### config.mk
export PLATFORM = sky130hd
export DESIGN_NAME = oreg_arbiter
export DESIGN_NICKNAME = d
export VERILOG_FILES = /design/src/rtl/oreg_arbiter_pkg.sv /design/src/rtl/oreg_arbiter_rr_pick.sv /design/src/rtl/oreg_arbiter.sv
export SDC_FILE = /design/constraint.sdc
export NUM_CORES = 1
export LEC_CHECK = 0
export ABC_CLOCK_PERIOD_IN_PS = 2200
export CAP_MARGIN = 20
export CORE_UTILIZATION = 43
export DETAILED_ROUTE_END_ITERATION = 10
export PLACE_DENSITY = 0.93
export SYNTH_ARGS = -nofsm -noshare
export SYNTH_HDL_FRONTEND = slang
export SYNTH_SLANG_ARGS = --single-unit
### constraint.sdc
create_clock -name clock -period 2.2 [get_ports clock]
set_input_delay 0.44 -clock clock [delete_from_list [all_inputs] [get_ports clock]]
set_output_delay 0.44 -clock clock [all_outputs]
set_load 0.02 [all_outputs]
### src/rtl/oreg_arbiter_pkg.sv
// oreg_arbiter_defs: shared widths and FSM encoding for the oreg bus arbiter
package oreg_arbiter_defs;
  localparam int InstWidth = 12;
  localparam int WenWidth  = 8;
  localparam int CntWidth  = 8;
  typedef enum logic {
    UNLOCKED = 1'b0,
    LOCKED   = 1'b1
  } state_e;
endpackage

### src/rtl/oreg_arbiter_rr_pick.sv
// rr_pick: combinational round-robin picker, first valid requester after the pointer
//   i_valid   requests to choose from
//   i_pointer last winner; the scan starts at i_pointer+1 and wraps
//   o_pick    one-hot winner, o_index its index, o_any high when any is valid
module rr_pick #(
  parameter int N = 2
) (
  input  logic [N-1:0]         i_valid,
  input  logic [$clog2(N)-1:0] i_pointer,
  output logic [N-1:0]         o_pick,
  output logic [$clog2(N)-1:0] o_index,
  output logic                 o_any
);
  localparam int IW = $clog2(N);
  logic [IW-1:0] w_j;
  always_comb begin
    o_pick  = '0;
    o_index = '0;
    o_any   = 1'b0;
    w_j     = '0;
    // scan farthest first so the nearest valid requester after the pointer is the final write
    for (int k = N; k >= 1; k--) begin
      w_j = IW'((int'(i_pointer) + k) % N);
      if (i_valid[w_j]) begin
        o_pick  = N'(1) << w_j;
        o_index = w_j;
        o_any   = 1'b1;
      end
    end
  end
endmodule

### src/rtl/oreg_arbiter.sv
// oreg_arbiter: round-robin arbiter sharing one registered peripheral instruction bus
//   clock, reset          single clock, async active-high reset
//   req_valid/inst/wen    per-requester transfer offer (12-bit word, 8-bit strobes)
//   req_lock              hold the bus for the offering requester after this transfer
//   req_ready             combinational accept, at most one bit high
//   inst, inst_en, grant  registered bus word, one-cycle strobes, last accepted owner
//   lock_timeout          one-cycle pulse when an idle owner loses its lock
//   OREG_ARBITER_STATS_EN adds contention (8b) and timeouts (4b) saturating counters
module oreg_arbiter
  import oreg_arbiter_defs::*;
#(
  parameter int NrReq       = 2,
  parameter int LockTimeout = 64
) (
  input  logic                      clock,
  input  logic                      reset,
  input  logic [NrReq-1:0]          req_valid,
  input  logic [InstWidth*NrReq-1:0] req_inst,
  input  logic [WenWidth*NrReq-1:0] req_wen,
  input  logic [NrReq-1:0]          req_lock,
  output logic [NrReq-1:0]          req_ready,
  output logic [InstWidth-1:0]      inst,
  output logic [WenWidth-1:0]       inst_en,
  output logic [NrReq-1:0]          grant,
  output logic                      lock_timeout
`ifdef OREG_ARBITER_STATS_EN
  ,
  output logic [7:0]                contention,
  output logic [3:0]                timeouts
`endif
);
  localparam int IW = $clog2(NrReq);
  localparam logic [CntWidth-1:0] CntMax = CntWidth'(LockTimeout - 1);
  state_e                r_state, w_state_nxt;
  logic [IW-1:0]         r_ptr, r_owner, w_idx;
  logic [CntWidth-1:0]   r_cnt, w_cnt_nxt;
  logic [NrReq-1:0]      w_valid, w_pick, r_grant;
  logic [InstWidth-1:0]  r_inst;
  logic [WenWidth-1:0]   r_inst_en;
  logic                  w_any, w_timeout, r_lock_timeout;
  // while locked only the owner's request reaches the picker
  assign w_valid = (r_state == LOCKED) ? (req_valid & (NrReq'(1) << r_owner)) : req_valid;
  rr_pick #(.N(NrReq)) u_pick (
    .i_valid  (w_valid),
    .i_pointer(r_ptr),
    .o_pick   (w_pick),
    .o_index  (w_idx),
    .o_any    (w_any)
  );
  assign req_ready    = w_pick & {NrReq{~reset}};
  // an owner transfer in the expiry cycle takes precedence over the timeout
  assign w_timeout    = (r_state == LOCKED) && !w_any && (r_cnt == CntMax);
  assign inst         = r_inst;
  assign inst_en      = r_inst_en;
  assign grant        = r_grant;
  assign lock_timeout = r_lock_timeout;
  always_comb begin
    w_state_nxt = w_any ? (req_lock[w_idx] ? LOCKED : UNLOCKED) : (w_timeout ? UNLOCKED : r_state);
    w_cnt_nxt   = (w_any || w_timeout || r_state == UNLOCKED) ? '0 : r_cnt + CntWidth'(1);
  end
  always_ff @(posedge clock or posedge reset)
    if (reset) r_state <= UNLOCKED;
    else r_state <= w_state_nxt;
  always_ff @(posedge clock or posedge reset)
    if (reset) begin
      r_ptr          <= IW'(NrReq - 1);
      r_owner        <= '0;
      r_cnt          <= '0;
      r_inst         <= '0;
      r_inst_en      <= '0;
      r_grant        <= '0;
      r_lock_timeout <= 1'b0;
    end else begin
      r_cnt          <= w_cnt_nxt;
      r_lock_timeout <= w_timeout;
      r_inst_en      <= w_any ? req_wen[WenWidth*w_idx +: WenWidth] : '0;
      if (w_any) begin
        r_ptr   <= w_idx;
        r_owner <= w_idx;
        r_inst  <= req_inst[InstWidth*w_idx +: InstWidth];
        r_grant <= w_pick;
      end
    end
`ifdef OREG_ARBITER_STATS_EN
  logic [7:0] r_contention;
  logic [3:0] r_timeouts;
  assign contention = r_contention;
  assign timeouts   = r_timeouts;
  // two or more valid bits always means someone is denied, since at most one is accepted
  always_ff @(posedge clock or posedge reset)
    if (reset) begin
      r_contention <= '0;
      r_timeouts   <= '0;
    end else begin
      if (((req_valid & (req_valid - NrReq'(1))) != '0) && r_contention != 8'hFF) r_contention <= r_contention + 8'd1;
      if (w_timeout && r_timeouts != 4'hF) r_timeouts <= r_timeouts + 4'd1;
    end
`endif
endmodule

==> impl_metrics.json <==
{
  "p_seq_share_pct": 37.1,
  "fin_crit_ns": 2.134,
  "wl_um": 3499,
  "grt-ovfl-total": 0,
  "power.density_nw_per_um2": 1127,
  "grt_max_degree": 34,
  "path_clk_slew_ns": 0.10,
  "mostFrequentLayoutCells": "clkdlybuf4s50_1, dfrtp_1, inv_1",
  "postCtsSetupBuffers": 0,
  "route.detailed.drc": 0,
  "firstDrtPassIters": 4,
  "crit_type": "input pin to output port",
  "slowest_delay_ns": 0.45,
  "vdd_drop_max_mv": 0.5810,
  "cts_max_level": 2,
  "path_cells": "clkdlybuf4s50_1, buf_4, nand3b_1, nand3_1, nor2_1, clkdlybuf4s15_1",
  "clkPwrFrac_pct": 14.7,
  "design_area_um2": 2310,
  "drt_first_iter_violations": 60,
  "slowest_stage": "clkdlybuf4s50_1",
  "power.switching_w": 0.0009836,
  "slew_headroom_pct": 40.30,
  "setup_viol": 0,
  "syn-instance-count": 138,
  "fin_skew_ns": 0.007782,
  "tightest_slew_ns": 0.8955,
  "cts_tree": "done",
  "netlist_area_um2": 1460,
  "required_ns": 1.76,
  "start_util_pct": 46.68,
  "num_vias": 1312,
  "hold_path.class": "flop to flop",
  "numCtsBuffers": 5,
  "max_cap_violations": 0,
  "core-area_um2": 3128,
  "nets": 263,
  "die_area_um2": 3632,
  "gp_congestion": 0.7398,
  "dr_wl_met2_um": 1676,
  "outcome": "complete, no violations",
  "cp-start-kind": "input pin",
  "crit_fanout": 3,
  "grt_usage_pct": 20.13,
  "intPower_w": 0.001621,
  "ios": 71,
  "arrival_ns": 1.69,
  "final_max_slew_viol_count": 0,
  "grt_pass1_vias": 1177,
  "place_ws_ns": -0.2682,
  "antenna_cells": 0,
  "ys_seq_area_share_pct": 56.64,
  "p_leak_nw": 1.004,
  "synth_cell_types": 32,
  "root_buffer": "clkbuf_4",
  "clk_path_buf_depth": 2,
  "postRouteAntennaNets": 0,
  "viasPerCell": 5.027,
  "fin_crit_sh_pct": 97.01,
  "antenna_found_initial": 0,
  "fp-row-count": 20,
  "fmax_mhz": 468.5,
  "wl_met1_um": 1495,
  "die_y_um": 60.27,
  "placed_cell_area_um2": 2236,
  "port_buffers": 70,
  "synth.avg_cell_area_um2": 10.58,
  "worstSkewPairLatency_ns": 0.33,
  "drive_gt1_share_pct": 11.52,
  "cp-end-kind": "output port",
  "syn2layout_area_growth_pct": 58.18,
  "grt_pass1_wl_um": 5244,
  "comb_power_share_pct": 48.2,
  "worst_slack_ns": 0.06567,
  "synthesis.nets": 185,
  "synth_seq_cells": 33,
  "hpwl_um": 2630,
  "final_common_cell": "clkdlybuf4s50_1",
  "die_x_um": 60.27,
  "wl_per_cell_um": 13.41,
  "met3_length_um": 298,
  "yosys_warnings": 0,
  "routed.top_layer": "met4",
  "netSwitchingFraction_pct": 37.77,
  "numClockSinks": 33,
  "hold_violations": 0
}
==> registers in the layout, indices dropped and copies added, names as in the netlist <==
name	cells
r_owner	1
inst_en	8
r_ptr	1
r_state	1
r_cnt	8
grant	1
lock_timeout	1
inst	12
==> power groups by stage <==
| stage | Clock [W] | Combinational, W | Sequential, W |
|---|---|---|---|
| 2_1_floorplan | 0 | 0.000479 | 0.00116 |
| 3_3_place_gp | 0 | 0.00124 | 0.000951 |
| 3_5_place_dp | 0 | 0.00126 | 0.000966 |
| 4_1_cts | 0.000393 | 0.00126 | 0.000956 |
| 5_1_grt | 0.000420 | 0.00135 | 0.000989 |
| 6_report | 0.000383 | 0.00126 | 0.000965 |
==> critical path, delay by kind of cell <==
kind,cells,cell delay [ns]
buf+inv,3,0.92
simple gates,3,0.34
==> per-layer routing <==
metal / global-route usage, % / vias to the layer above
li1: - / 637
met1: 24.51 / 611
met2: 33.59 / 59
met3: 7.359 / 5
met4: 4.983 / 0
met5: 0 / -
==> cell type report <==
type,count,area (um^2)
timing repair buffer,78,755.7
clock buffer,7,65.06
inverter,14,52.55
clock inverter,1,5.005
tap,44,55.05
sequential,33,827.0
multi-input combinational,84,549.3
fill,226,818.3
==> logic make-up (layout without fill, tap and decap cells) <==
| group | after synthesis | count (layout) | synth area share (%) |
|---|---|---|---|
| xor gates and xnor gates | 5 | 5 | 3.000 |
| buffers and inverters | 21 | 100 | 6.340 |
| AOI/OAI and AO/OA | 41 | 41 | 19.88 |
| adders and majority gates | 1 | 1 | 0.8568 |
| muxes | 1 | 1 | 0.6855 |
| DFF | 33 | 33 | 56.64 |
| and+or+nand+nor | 36 | 36 | 12.60 |
==> through the flow <==
step / std cells / utilization (%) / TNS (ns) / total power (W) / hold slack [ns]
2_1_floorplan: 138 / - / 0 / 0.001638 / 0.4512
3_3_place_gp: 253 / 71.48 / -0.4227 / 0.002192 / 0.4771
3_5_place_dp: 253 / 71.48 / -0.4951 / 0.002226 / 0.4833
4_1_cts: 261 / 73.64 / 0 / 0.002609 / 0.4958
5_1_grt: 261 / 73.84 / -0.001148 / 0.002757 / 0.5239
6_report: 261 / 73.84 / 0 / 0.002604 / 0.4978
==> cell usage after synthesis (all sizes together) <==
library cell / instances / share of area [%]
nand2b: 3 / 1.3
ha: 1 / 0.86
dfrtp: 32 / 55
o22ai: 13 / 5.6
xor2: 2 / 1.2
dfstp: 1 / 1.8
or3b: 1 / 0.60
o21ai: 1 / 0.34
and3: 1 / 0.43
inv: 14 / 3.6
nor3b: 1 / 0.51
nor2b: 3 / 1.3
o221ai: 1 / 0.60
a31oi: 1 / 0.43
xnor2: 3 / 1.8
or2: 1 / 0.60
buf: 7 / 2.7
nand3: 4 / 1.7
nor2: 13 / 3.3
o221a: 1 / 0.77
a21boi: 1 / 0.51
mux2i: 1 / 0.69
nand2: 6 / 1.5
a21oi: 14 / 5.1
nor4: 1 / 0.43
nor3: 1 / 0.34
nand3b: 1 / 0.51
a22o: 8 / 4.8
o311ai: 1 / 1.8
==> timing repair <==
action | CTS | global route
pin swaps | 0 | 0
gates cloned | 0 | 0
hold buffers | 0 | 0
gates resized for setup | 2 | 5
endpoints found under the setup margin | 2 | 2
==> final timing paths <==
path                       cells after the start           end  slack (ns)    startpoint
setup reg to reg                               4       inst[9]        0.34       r_owner
min in group asynchronous                      3       inst[9]        0.55         reset
hold reg to reg                                1      r_cnt[0]        0.50      r_cnt[0]
max in group asynchronous                      3         r_ptr        1.31         reset
setup / recovery                               6  req_ready[1]        0.07  req_valid[0]
hold / removal                                 1      r_cnt[0]        0.50      r_cnt[0]
(Power assumes the default switching activity.)
